$ cat src/rtl/gf_pkg.sv
// Package for the programmable Gaussian pulse-shaping FIR.
// Contents:
//   SYM_POS / SYM_NEG : 2-bit symbol codes for +1 / -1 (other codes mean 0)
//   DEF_COEF          : default half-response loaded into both banks on reset
//   acc_width()       : accumulator width that cannot overflow for a given length
//   def_coef()        : DEF_COEF lookup, zero beyond the end of the table
//   commit_state_e    : states of the shadow->active commit FSM
package gf_pkg;

    localparam logic [1:0] SYM_POS = 2'b01;
    localparam logic [1:0] SYM_NEG = 2'b11;

    localparam int DEF_COEF_N = 10;
    localparam int DEF_COEF [DEF_COEF_N] = '{3, 4, 6, 9, 12, 16, 19, 22, 24, 25};

    typedef enum logic {
        ST_IDLE  = 1'b0,
        ST_ARMED = 1'b1
    } commit_state_e;

    // Every term is bounded by |h| <= 2^(CW-1) and there are ntaps of them,
    // so CW + clog2(ntaps) bits suffice; one more bit gives headroom.
    function automatic int acc_width(input int ntaps, input int cw);
        return cw + $clog2(ntaps) + 1;
    endfunction

    function automatic int def_coef(input int idx);
        if (idx >= 0 && idx < DEF_COEF_N) begin
            return DEF_COEF[idx];
        end
        return 0;
    endfunction

endpackage

$ cat src/rtl/gf_tap_sel.sv
// Sign-select of one coefficient by one ternary symbol.
// Ports:
//   sym_i  : symbol code (SYM_POS = +1, SYM_NEG = -1, anything else = 0)
//   coef_i : signed coefficient, CW bits
//   term_o : +coef / -coef / 0, sign-extended to the accumulator width ACCW
module gf_tap_sel
    import gf_pkg::*;
#(
    parameter int CW   = 9,
    parameter int ACCW = 15
) (
    input  logic        [1:0]      sym_i,
    input  logic signed [CW-1:0]   coef_i,
    output logic signed [ACCW-1:0] term_o
);

    logic signed [ACCW-1:0] coef_ext;

    // Extend before negating so the most negative coefficient negates cleanly.
    assign coef_ext = ACCW'(coef_i);

    always_comb begin
        term_o = '0;
        case (sym_i)
            SYM_POS: term_o = coef_ext;
            SYM_NEG: term_o = -coef_ext;
            default: term_o = '0;
        endcase
    end

endmodule

$ cat src/rtl/gf_prog_fir.sv
// Programmable symmetric Gaussian pulse-shaping FIR for the GFSK baseband path.
// Ports:
//   clk, rst      : clock, synchronous active-high reset
//   clk_en        : sample-rate enable; nothing advances when low
//   x, x_valid    : ternary symbol and its qualifier (accepted when clk_en & x_valid)
//   y, y_valid    : registered saturated shaped sample, one-cycle update pulse
//   coef_we, coef_addr, coef_wdata : shadow-bank write port (HALF unique taps)
//   coef_commit   : request a shadow->active bank copy
//   coef_busy     : commit pending; shadow writes and further commits ignored
// The active bank is only replaced on an enabled edge, and the output computed
// on that same edge is taken from the old bank, so no sample mixes two banks.
module gf_prog_fir
    import gf_pkg::*;
#(
    parameter  int NTAPS = 19,
    parameter  int CW    = 9,
    parameter  int OW    = 12,
    localparam int HALF  = (NTAPS + 1) / 2,
    localparam int AW    = (HALF > 1) ? $clog2(HALF) : 1
) (
    input  logic                 clk,
    input  logic                 rst,
    input  logic                 clk_en,
    input  logic        [1:0]    x,
    input  logic                 x_valid,
    output logic signed [OW-1:0] y,
    output logic                 y_valid,
    input  logic                 coef_we,
    input  logic        [AW-1:0] coef_addr,
    input  logic signed [CW-1:0] coef_wdata,
    input  logic                 coef_commit,
    output logic                 coef_busy
);

    localparam int ACCW   = acc_width(NTAPS, CW);
    // Compare in a width that holds both the accumulator and the OW limits.
    localparam int CMPW   = (ACCW > OW + 1) ? ACCW : OW + 1;
    localparam int OMAX_I = (1 <<< (OW - 1)) - 1;
    localparam logic signed [CMPW-1:0] OMAX = CMPW'(OMAX_I);
    localparam logic signed [CMPW-1:0] OMIN = CMPW'(-OMAX_I - 1);
    localparam logic signed [OW-1:0]   YMAX = {1'b0, {(OW-1){1'b1}}};
    localparam logic signed [OW-1:0]   YMIN = {1'b1, {(OW-1){1'b0}}};

    logic        [1:0]      d_q      [NTAPS];
    logic        [1:0]      d_shift  [NTAPS];
    logic signed [CW-1:0]   active_q [HALF];
    logic signed [CW-1:0]   shadow_q [HALF];
    logic signed [ACCW-1:0] term     [NTAPS];

    logic signed [ACCW-1:0] acc;
    logic signed [CMPW-1:0] acc_ext;
    logic signed [OW-1:0]   y_sat;
    logic signed [OW-1:0]   y_q;
    logic                   y_valid_q;
    logic                   accept;

    commit_state_e state_q;
    commit_state_e state_d;
    logic          shadow_we;
    logic          bank_copy;

    assign accept = clk_en & x_valid;

    // ---------------------------------------------------------------
    // Delay line and per-tap sign selection. The sum is formed from the
    // post-shift line so the output appears one clock after its accept.
    // ---------------------------------------------------------------
    genvar gi;
    generate
        for (gi = 0; gi < NTAPS; gi++) begin : g_tap
            // Folded index: taps k and NTAPS-1-k share one stored coefficient.
            localparam int HI = (gi < NTAPS - 1 - gi) ? gi : NTAPS - 1 - gi;

            if (gi == 0) begin : g_head
                assign d_shift[gi] = x;
            end else begin : g_body
                assign d_shift[gi] = d_q[gi-1];
            end

            always_ff @(posedge clk) begin
                if (rst) begin
                    d_q[gi] <= 2'b00;
                end else if (accept) begin
                    d_q[gi] <= d_shift[gi];
                end
            end

            gf_tap_sel #(
                .CW   (CW),
                .ACCW (ACCW)
            ) u_tap_sel (
                .sym_i  (d_shift[gi]),
                .coef_i (active_q[HI]),
                .term_o (term[gi])
            );
        end
    endgenerate

    always_comb begin
        acc = '0;
        for (int k = 0; k < NTAPS; k++) begin
            acc = acc + term[k];
        end
    end

    assign acc_ext = CMPW'(acc);

    always_comb begin
        y_sat = OW'(acc_ext);
        if (acc_ext > OMAX) begin
            y_sat = YMAX;
        end else if (acc_ext < OMIN) begin
            y_sat = YMIN;
        end
    end

    always_ff @(posedge clk) begin
        if (rst) begin
            y_q       <= '0;
            y_valid_q <= 1'b0;
        end else begin
            y_valid_q <= accept;
            if (accept) begin
                y_q <= y_sat;
            end
        end
    end

    assign y       = y_q;
    assign y_valid = y_valid_q;

    // ---------------------------------------------------------------
    // Coefficient banks. Each entry has its own write decode, which also
    // drops out-of-range addresses without an explicit bound check.
    // ---------------------------------------------------------------
    generate
        for (gi = 0; gi < HALF; gi++) begin : g_bank
            always_ff @(posedge clk) begin
                if (rst) begin
                    active_q[gi] <= CW'(def_coef(gi));
                    shadow_q[gi] <= CW'(def_coef(gi));
                end else begin
                    if (shadow_we && (int'(coef_addr) == gi)) begin
                        shadow_q[gi] <= coef_wdata;
                    end
                    if (bank_copy) begin
                        active_q[gi] <= shadow_q[gi];
                    end
                end
            end
        end
    endgenerate

    // ---------------------------------------------------------------
    // Commit FSM: state register / next state / outputs.
    // ---------------------------------------------------------------
    always_ff @(posedge clk) begin
        if (rst) begin
            state_q <= ST_IDLE;
        end else begin
            state_q <= state_d;
        end
    end

    always_comb begin
        state_d = state_q;
        case (state_q)
            ST_IDLE:  if (coef_commit) state_d = ST_ARMED;
            ST_ARMED: if (clk_en)      state_d = ST_IDLE;
            default:                   state_d = ST_IDLE;
        endcase
    end

    always_comb begin
        coef_busy = (state_q == ST_ARMED);
        // A write in the same cycle as the commit request still lands.
        shadow_we = (state_q == ST_IDLE) && coef_we;
        bank_copy = (state_q == ST_ARMED) && clk_en;
    end

endmodule

$ cat config.mk
export PLATFORM = sky130hd
export DESIGN_NAME = gf_prog_fir
export DESIGN_NICKNAME = d
export VERILOG_FILES = /design/src/rtl/gf_pkg.sv /design/src/rtl/gf_tap_sel.sv /design/src/rtl/gf_prog_fir.sv
export SDC_FILE = /design/constraint.sdc
export NUM_CORES = 1
export LEC_CHECK = 0
export ABC_AREA = 1
export ABC_CLOCK_PERIOD_IN_PS = 12500
export CELL_PAD_IN_SITES_DETAIL_PLACEMENT = 2
export CELL_PAD_IN_SITES_GLOBAL_PLACEMENT = 2
export CORE_MARGIN = 4
export CORE_UTILIZATION = 30
export CTS_CLUSTER_DIAMETER = 50
export DETAILED_ROUTE_END_ITERATION = 8
export PLACE_DENSITY_LB_ADDON = 0.1
export REMOVE_ABC_BUFFERS = 1
export SLEW_MARGIN = 20
export SYNTH_ARGS = -nofsm -noshare
export SYNTH_HDL_FRONTEND = slang
export SYNTH_HIERARCHICAL = 1
export SYNTH_SLANG_ARGS = --single-unit
$ cat constraint.sdc
create_clock -name clk -period 12.5 [get_ports clk]
set_input_delay 2.5 -clock clk [delete_from_list [all_inputs] [get_ports clk]]
set_output_delay 2.5 -clock clk [all_outputs]
set_load 0.01 [all_outputs]
==> qor.txt, run 1 <==
Status - finished clean
Synthesis warning total - 6
P_leak - 11.6 nW
Die height - 280 um
Post-CTS Setup Inserts - 0
Met1 Usage GRT - 29.5%
Final Skew - 0.0356 ns
Htree depth - 2
Clock Latency Late Sink - 0.58 ns
I/O pins - 35
Fin crit share - 57.5%
# port buffers - 34
Post-synth EDFFs - 216
Hold WC Path Type - reg -> reg
DRC - 0
Finished Core Util - 34.2%
CTS tree - done
Register area share after synthesis - 30.5%
Gr busiest metal - met2
Startpoint Class - input pin
Avg WL per Cell - 22.4 um
Core box area - 73,200 um^2
Post-synthesis register bit count - 230
PwrDens - 221 nW/um^2
Post-CTS Hold Fix Bufs - 0
Starting Density - 30.3%
RSZ-0062 raised after global routing - false
Post-CTS sizing - 0
Die W - 280 um
Largest net degree at the start of global routing - 82
Fin. Hold Viols - 0
Total CTS buffers - 41
Min Tclk post-route - 7.19 ns
Clk buf depth - 3
Vias in the first global route - 20,200
Slew @ Worst Pin - 0.946 ns
Post-Syn Area - 22,200 um^2
Overall power - 0.00553 W
Area Overhead vs Synth - 12.7%
Worst setup EP type - register
Post-synthesis area per instance - 8.04 um^2
Met3 usage - 2.95%
Worst Path Max Fanout - 12
First drt pass iteration count - 7
Gr usage total - 22.0%
Max Fclk - 139 MHz
Total number of vias - 18,100
Antenna Nets Post-Route - 0
N_diodes - 0
Asr flop ratio synth - 0%
GPL Wtd Cong - 0.914
Vias per cell - 4.75
Global-route wire length before repair - 128 mm
WP data required - 13.01 ns
Post-Syn Instances - 2,763
Post-synthesis cell type count - 36
Initial DRC Count - 846
Fraction of layout cells with a size suffix above 1 - 15.7%
Gr ovfl total - 0
Clock sinks - 230
Setup violators final - 0
Nets - 3,098
Layout fillers - 8,393
Pins Over Slew Limit - 0
Hpwl dp - 69.7 mm
Most common cell after layout, fill and taps aside - inv_1
Initial antenna violation count - 1
Worst-case vdd ir drop - 252 uV
Max_cap viols - 0
Crit path DAT - 7.70 ns
Main synth FF type - edfxtp_1
Clock root buffer - clkbuf_16
Rel. slew slack - 36.7%
Setup_tns - 0 ns
FP Rows - 99
Die area - 78,400 um^2
Clock Pin Slew Worst Setup and Hold Paths - 0.06 ns
Setup CP Type - in -> reg
Met2 GRT Util - 37.1%
Post-Route WL - 85.2 mm
Most frequent cells in the layout - 575 x inv_1, 497 x nand2_1, 370 x nor2_1
-- registers in the layout, indices dropped and copies added (netlist names) --
name and cells:
y_valid 1, y 12, d_q 36, shadow_q 90
coef_busy 1, active_q 90
-- critical path: stages --
cell	delay [ns]
clkdlybuf4s50_1	0.67
nand2_1	0.21
o21ai_0	0.09
a21oi_1	0.14
inv_1	0.07
fa_1	0.50
fa_1	0.51
inv_1	0.05
fa_1	0.48
inv_1	0.05
fa_1	0.52
inv_1	0.04
ha_1	0.21
fa_1	0.40
nand3_1	0.10
nand2_1	0.10
nand2_1	0.11
nand2_2	0.08
nand3_2	0.06
nand2_2	0.07
xor2_2	0.16
inv_1	0.06
nand2_1	0.15
nand4_4	0.16
nand3_1	0.17
-- final timing paths --
kind / start / end / slack [ns] / depth (start not counted)
hold / removal: y[3] / y[3] / 0.46 / 2
setup / recovery: x[1] / y[5] / 5.31 / 25
setup reg to reg: active_q[1][1] / y[5] / 5.56 / 31
hold reg to reg: y[3] / y[3] / 0.46 / 2
-- cell type report --
type,count,area (um^2),area share [%]
Clock inverter,29,312,1.24
Clock buffer,47,1070,4.27
Timing Repair Buffer,41,393,1.57
Inverter,670,2510,10.0
Tap cell,959,1200,4.79
Multi-Input combinational cell,1828,12800,51.0
Sequential cell,230,6770,27.0
-- power by group --
part           leakage (nW)  total (W)  internal, W  switching (W)
combinational          8.69    0.00341      0.00129        0.00212
sequential             2.23   0.000976     0.000894      0.0000818
clock                 0.672    0.00114     0.000680       0.000459
total                  11.6    0.00553      0.00286        0.00266
-- routing by layer --
metal  part of all wire, %  wire length [um]
met1                    46             39300
met5                     0                 0
met2                    47             40100
met4                   3.4              2930
met3                   3.3              2840
-- synth_stat cells, types with 2 or more instances --
cell type	n	area [um^2]
nand2_2	94	588
nand2_1	497	1870
clkinv_1	10	37.5
edfxtp_1	216	6490
nor3_1	22	110
a22o_1	19	166
nor2_4	38	428
nand3b_1	10	75.1
inv_1	576	2160
o21ai_1	57	285
nand3_2	64	641
fa_1	224	4480
o21ai_0	39	195
dfxtp_1	14	280
nand3_1	134	671
nor2_1	370	1390
clkbuf_1	15	56.3
xnor2_1	9	78.8
a21oi_1	107	536
o21a_1	2	15.0
nor2_2	60	375
xor2_1	9	78.8
xor2_2	2	32.5
ha_1	41	513
or2_2	21	131
inv_2	84	315
nor3_2	2	20.0
buf_2	19	95.1
-- cell families after synthesis --
logic type               share of synthesized area [%]
AO/OA/AOI/OAI                                     5.54
XOR/XNOR                                         0.857
adder cells (fa/ha/maj)                           22.5
buffers and inverters                             12.0
flip-flops                                        30.5
AND/OR/NAND/NOR                                   28.6
-- per-stage QoR --
stage          setup WS (ns)  cells  instance area [um^2]  hold slack, ns
6_report                5.31   3804                 25000           0.462
3_5_place_dp            4.68   3728                 23600           0.463
4_1_cts                 5.27   3804                 25000           0.473
3_3_place_gp            4.73   3728                 23600           0.456
2_1_floorplan           2.94   2728                 22000           0.476
5_1_grt                 4.93   3804                 25000           0.495
Note: power is estimated with default switching activity, not from simulation.
==> run 2: changes to the inputs <==
--- a/config.mk
+++ b/config.mk
@@ -6,7 +6,7 @@
 export NUM_CORES = 1
 export LEC_CHECK = 0
 export ABC_AREA = 1
-export ABC_CLOCK_PERIOD_IN_PS = 12500
+export ABC_CLOCK_PERIOD_IN_PS = 6080
 export CELL_PAD_IN_SITES_DETAIL_PLACEMENT = 2
 export CELL_PAD_IN_SITES_GLOBAL_PLACEMENT = 2
 export CORE_MARGIN = 4
==> constraint.sdc (replaced) <==
create_clock -name clk -period 6.08 [get_ports clk]
set_input_delay 1.216 -clock clk [delete_from_list [all_inputs] [get_ports clk]]
set_output_delay 1.216 -clock clk [all_outputs]
set_load 0.01 [all_outputs]
==> qor.txt, run 2 (synthesized netlist as in run 1, its figures left out) <==
Antenna Nets Post-Route - 0
Post-Route WL - 93.5 mm
Slew @ Worst Pin - 0.794 ns
Worst-case vdd ir drop - 758 uV
Worst Path Max Fanout - 4
Pins Over Slew Limit - 0
Post-CTS Hold Fix Bufs - 0
Setup CP Type - reg -> reg
Largest net degree at the start of global routing - 58
Max Fclk - 154 MHz
Biggest regs - active_q: 90 flops, shadow_q: 90 flops, d_q: 36 flops
Total number of vias - 20,000
Reg-to-reg setup timing slack - -0.43 ns
Gr ovfl total - 0
Clock root buffer - clkbuf_16
Fin worst setup slack - -0.431 ns
Rel. slew slack - 46.7%
Fraction of layout cells with a size suffix above 1 - 32.8%
Pre-CTS WS - -0.615 ns
Nets - 3,539
Most frequent cells in the layout - 539 x inv_1, 467 x nand2_1, 421 x buf_4
Vias per cell - 4.70
I/O pins - 35
Fin. Hold Viols - 0
CTS tree - done
Hpwl dp - 77.3 mm
Initial antenna violation count - 1
Most Frequent Cell on Critical Path - fa_1
Total CTS buffers - 41
Clock Latency Late Sink - 0.58 ns
Avg WL per Cell - 22.0 um
GPL Wtd Cong - 0.905
Failing checks - negative setup slack
DRC - 0
Core box area - 73,200 um^2
Die height - 280 um
CP max-delay cell - fa_1
Hold WC Path Type - reg -> reg
# port buffers - 34
Die area - 78,400 um^2
WP data required - 6.53 ns
Die W - 280 um
Crit path DAT - 6.96 ns
Finished Core Util - 40.0%
P_leak - 13.8 nW
Fin crit share - 107%
Final Skew - 0.0278 ns
N_diodes - 0
Initial DRC Count - 850
Most common cell after layout, fill and taps aside - inv_1
Max_cap viols - 0
Min Tclk post-route - 6.51 ns
First drt pass iteration count - 5
PwrDens - 523 nW/um^2
Setup violators final - 12
Gr usage total - 23.8%
FP Rows - 99
Layout fillers - 8,290
RSZ-0062 raised after global routing - true
Highest cell delay on the worst timing path - 0.61 ns
Vias in the first global route - 22,700
Startpoint Class - register
Area Overhead vs Synth - 32.0%
Starting Density - 30.3%
Htree depth - 2
Clock sinks - 230
Global-route wire length before repair - 140 mm
Worst setup EP type - register
Status - complete, but fails checks
Clk buf depth - 3
Clock Pin Slew Worst Setup and Hold Paths - 0.05 ns
==> run 2: cell types whose count changed in the layout (fill, tap and decap cells not counted), sizes merged <==
cell and change:
bufinv +2, clkinvlp +2, clkbuf -2, inv -7, nand3 +1, clkinv +4, buf +440
==> run 2: critical path: cells and delay by family, from the launching register on <==
family	cells	cell delay [ns]
simple gates	13	1.37
compound gates	2	0.35
flops	1	0.50
buf+inv	4	0.31
xor+xnor	1	0.18
fa+ha+maj	8	3.67
==> run 2: through the flow <==
step,hold WS [ns],setup TNS [ns],instance area [um^2],std cells,power [W]
detailed placement,0.463,-7.07,26600,4113,0.0110
finish,0.465,-4.54,29300,4244,0.0153
floorplan,0.476,-199.76,22000,2728,0.00733
global placement,0.456,-4.88,26600,4113,0.0106
CTS,0.471,-3.82,28800,4221,0.0148
global route,0.497,-7.46,29300,4244,0.0165
==> run 2: layer usage <==
metal	vias up	global-route usage, %	wire length [um]
met4	0	6.46	2720
li1	9383	-	-
met3	116	3.56	3320
met5	-	0	0
met2	266	41.3	45100
met1	10200	31.2	42400
==> run 2: path summary, 6_finish.rpt <==
path,cells after the start,from,end
hold reg to reg,2,y[0],y[0]
setup reg to reg,28,active_q[3][0],y[2]
setup / recovery,28,active_q[3][0],y[2]
hold / removal,2,y[0],y[0]
==> run 2: cell type report <==
class / count / area, um^2 / area share, %
Inverter: 670 / 2510 / 8.58
Timing Repair Buffer: 481 / 3840 / 13.1
Clock buffer: 45 / 1060 / 3.62
Multi-Input combinational cell: 1829 / 13500 / 46.2
Sequential cell: 230 / 6770 / 23.1
Tap cell: 959 / 1200 / 4.09
Clock inverter: 30 / 395 / 1.35
==> run 2: what timing repair did <==
action | 4_1_cts | 5_1_grt
gates cloned | 1 | 0
setup endpoints to repair | 12 | 12
endpoints found under the hold margin | 0 | 0
resized for setup | 136 | 107
pin swaps | 54 | 74
setup buffers | 32 | 23
==> run 2: power breakdown <==
part,internal [W],total [W],switching [W]
clock,0.00148,0.00243,0.000951
combinational,0.00488,0.0110,0.00609
sequential,0.00184,0.00193,0.0000901
==> run 3: changes to the inputs <==
--- a/config.mk
+++ b/config.mk
@@ -7,12 +7,14 @@
 export LEC_CHECK = 0
 export ABC_AREA = 1
 export ABC_CLOCK_PERIOD_IN_PS = 6080
+export CAP_MARGIN = 5
 export CELL_PAD_IN_SITES_DETAIL_PLACEMENT = 2
 export CELL_PAD_IN_SITES_GLOBAL_PLACEMENT = 2
 export CORE_MARGIN = 4
 export CORE_UTILIZATION = 30
 export CTS_CLUSTER_DIAMETER = 50
 export DETAILED_ROUTE_END_ITERATION = 8
+export GPL_ROUTABILITY_DRIVEN = 0
 export PLACE_DENSITY_LB_ADDON = 0.1
 export REMOVE_ABC_BUFFERS = 1
 export SLEW_MARGIN = 20
==> qor.txt, run 3 (synthesized netlist as in run 1, its figures left out) <==
Rel. slew slack - 40.4%
Largest net degree at the start of global routing - 57
Total CTS buffers - 41
Setup violators final - 12
Crit path DAT - 6.89 ns
First drt pass iteration count - 5
PwrDens - 520 nW/um^2
Non-filler cells in the finished layout - 4,269
Multi-input gate area - 13,500 um^2
Highest cell delay on the worst timing path - 0.59 ns
Layout fillers - 8,237
Post-Route WL - 93.9 mm
CP max-delay cell - fa_1
Antenna Nets Post-Route - 0
# port buffers - 34
Max_cap viols - 0
Post-CTS Hold Fix Bufs - 0
I/O pins - 35
Worst Path Max Fanout - 3
Worst-case vdd ir drop - 856 uV
Die area - 78,400 um^2
Total number of vias - 20,200
Die W - 280 um
Area Overhead vs Synth - 32.2%
Clk buf depth - 3
Max Fclk - 155 MHz
Fin crit share - 106%
Hpwl dp - 77.1 mm
Placed Area - 26,600 um^2
Fin worst setup slack - -0.370 ns
Startpoint Class - register
Most common cell after layout, fill and taps aside - inv_1
Worst reg2reg endpoint - y[8]
Vias in the first global route - 22,800
Avg WL per Cell - 22.0 um
Biggest regs - active_q: 90 flops, shadow_q: 90 flops, d_q: 36 flops
P_leak - 13.9 nW
Reg2reg start - active_q[3][9]
Fraction of layout cells with a size suffix above 1 - 33.1%
Gr ovfl total - 0
Vias per cell - 4.72
WP data required - 6.52 ns
CTS tree - done
Initial antenna violation count - 4
Slew @ Worst Pin - 0.893 ns
Reg-to-reg setup timing slack - -0.37 ns
Core box area - 73,200 um^2
Setup_tns - -3.49 ns
Htree depth - 2
Failing checks - negative setup slack
Nets - 3,562
Hold Crit Depth - 2
Status - complete, but fails checks
Starting Density - 30.3%
Global-route wire length before repair - 140 mm
Setup CP Type - reg -> reg
Initial DRC Count - 972
Gr usage total - 23.8%
Most frequent cells in the layout - 547 x inv_1, 461 x nand2_1, 447 x buf_4
Pre-CTS WS - -0.567 ns
Hold wc startpoint - y[2]
Pins Over Slew Limit - 0
Worst setup EP type - register
Clock sinks - 230
FP Rows - 99
Final Skew - 0.0183 ns
RSZ-0062 raised after global routing - true
Overall power - 0.0153 W
DP Cell Count - 4,112
Hold WC Path Type - reg -> reg
DRC - 0
Worst Hold Endpoint - y[2]
Final instance area - 29,300 um^2
Clock Latency Late Sink - 0.57 ns
Reg2Reg Depth - 28
Clock Pin Slew Worst Setup and Hold Paths - 0.05 ns
Min Tclk post-route - 6.45 ns
Fin. Hold Viols - 0
Seq. cell area - 6770 um^2
Die height - 280 um
Most Frequent Cell on Critical Path - fa_1
Clock root buffer - clkbuf_16
==> run 3: changes by cell type in the layout (fill, tap and decap cells not counted), sizes merged <==
cell      delta
clkinvlp     +2
diode        +3
clkinv       -3
buf         +23
inv          +5
clkbuf       -2
bufinv       -3
==> run 3: cell type report <==
class,count,area share (%)
well taps,959,4.09
clock inverters,31,0.887
inverters,670,8.60
repair buffers,504,13.7
diodes,3,0.0256
multi-input cells,1829,46.2
flip-flops and latches,230,23.1
clock buffers,43,3.52
==> run 3: how the worst max path moves through the flow <==
stage | start | endpoint | slack, ns | cells past startpoint
after CTS | active_q[0][11] | y[1] | -0.26 | 26
final | active_q[3][9] | y[8] | -0.37 | 28
after floorplan | clk_en | active_q[0][0] | -2.20 | 2
after detailed placement | active_q[0][11] | y[1] | -0.57 | 28
after global routing | active_q[3][3] | y[3] | -0.63 | 37
after global placement | active_q[0][11] | y[0] | -0.41 | 29
==> run 3: metrics by stage <==
| step | util (%) | hold slack [ns] |
|---|---|---|
| CTS | 39.5 | 0.465 |
| finish | 40.1 | 0.461 |
| global placement | 36.3 | 0.455 |
| detailed placement | 36.3 | 0.455 |
| floorplan | - | 0.476 |
| global route | 40.1 | 0.490 |
==> run 3: critical path, delay by kind of cell (launching register included) <==
family / cells / cell delay [ns]
buffers and inverters: 8 / 0.76
flip-flops: 1 / 0.46
AO/OA/AOI/OAI: 3 / 0.34
XOR/XNOR: 1 / 0.23
AND/OR/NAND/NOR: 7 / 0.66
adder cells (fa/ha/maj): 9 / 3.86
==> run 3: timing repair <==
action / in CTS / in global routing
buffers inserted: 51 / 29
endpoints found under the setup margin: 12 / 12
gates resized for setup: 157 / 87
cloned: 1 / 0
pin swaps: 119 / 56
==> run 3: where the power goes <==
group | internal [W] | switching, W
logic | 0.00499 | 0.00615
registers | 0.00184 | 0.0000809
clock network | 0.00131 | 0.000908
total | 0.00813 | 0.00714
==> run 3: layer usage <==
layer	vias up	track usage, %	part of all wire (%)
met5	-	0	0.014
met3	121	2.99	3.6
li1	9451	-	-
met4	2	6.64	2.9
met2	278	41.8	49
met1	10300	31.1	44
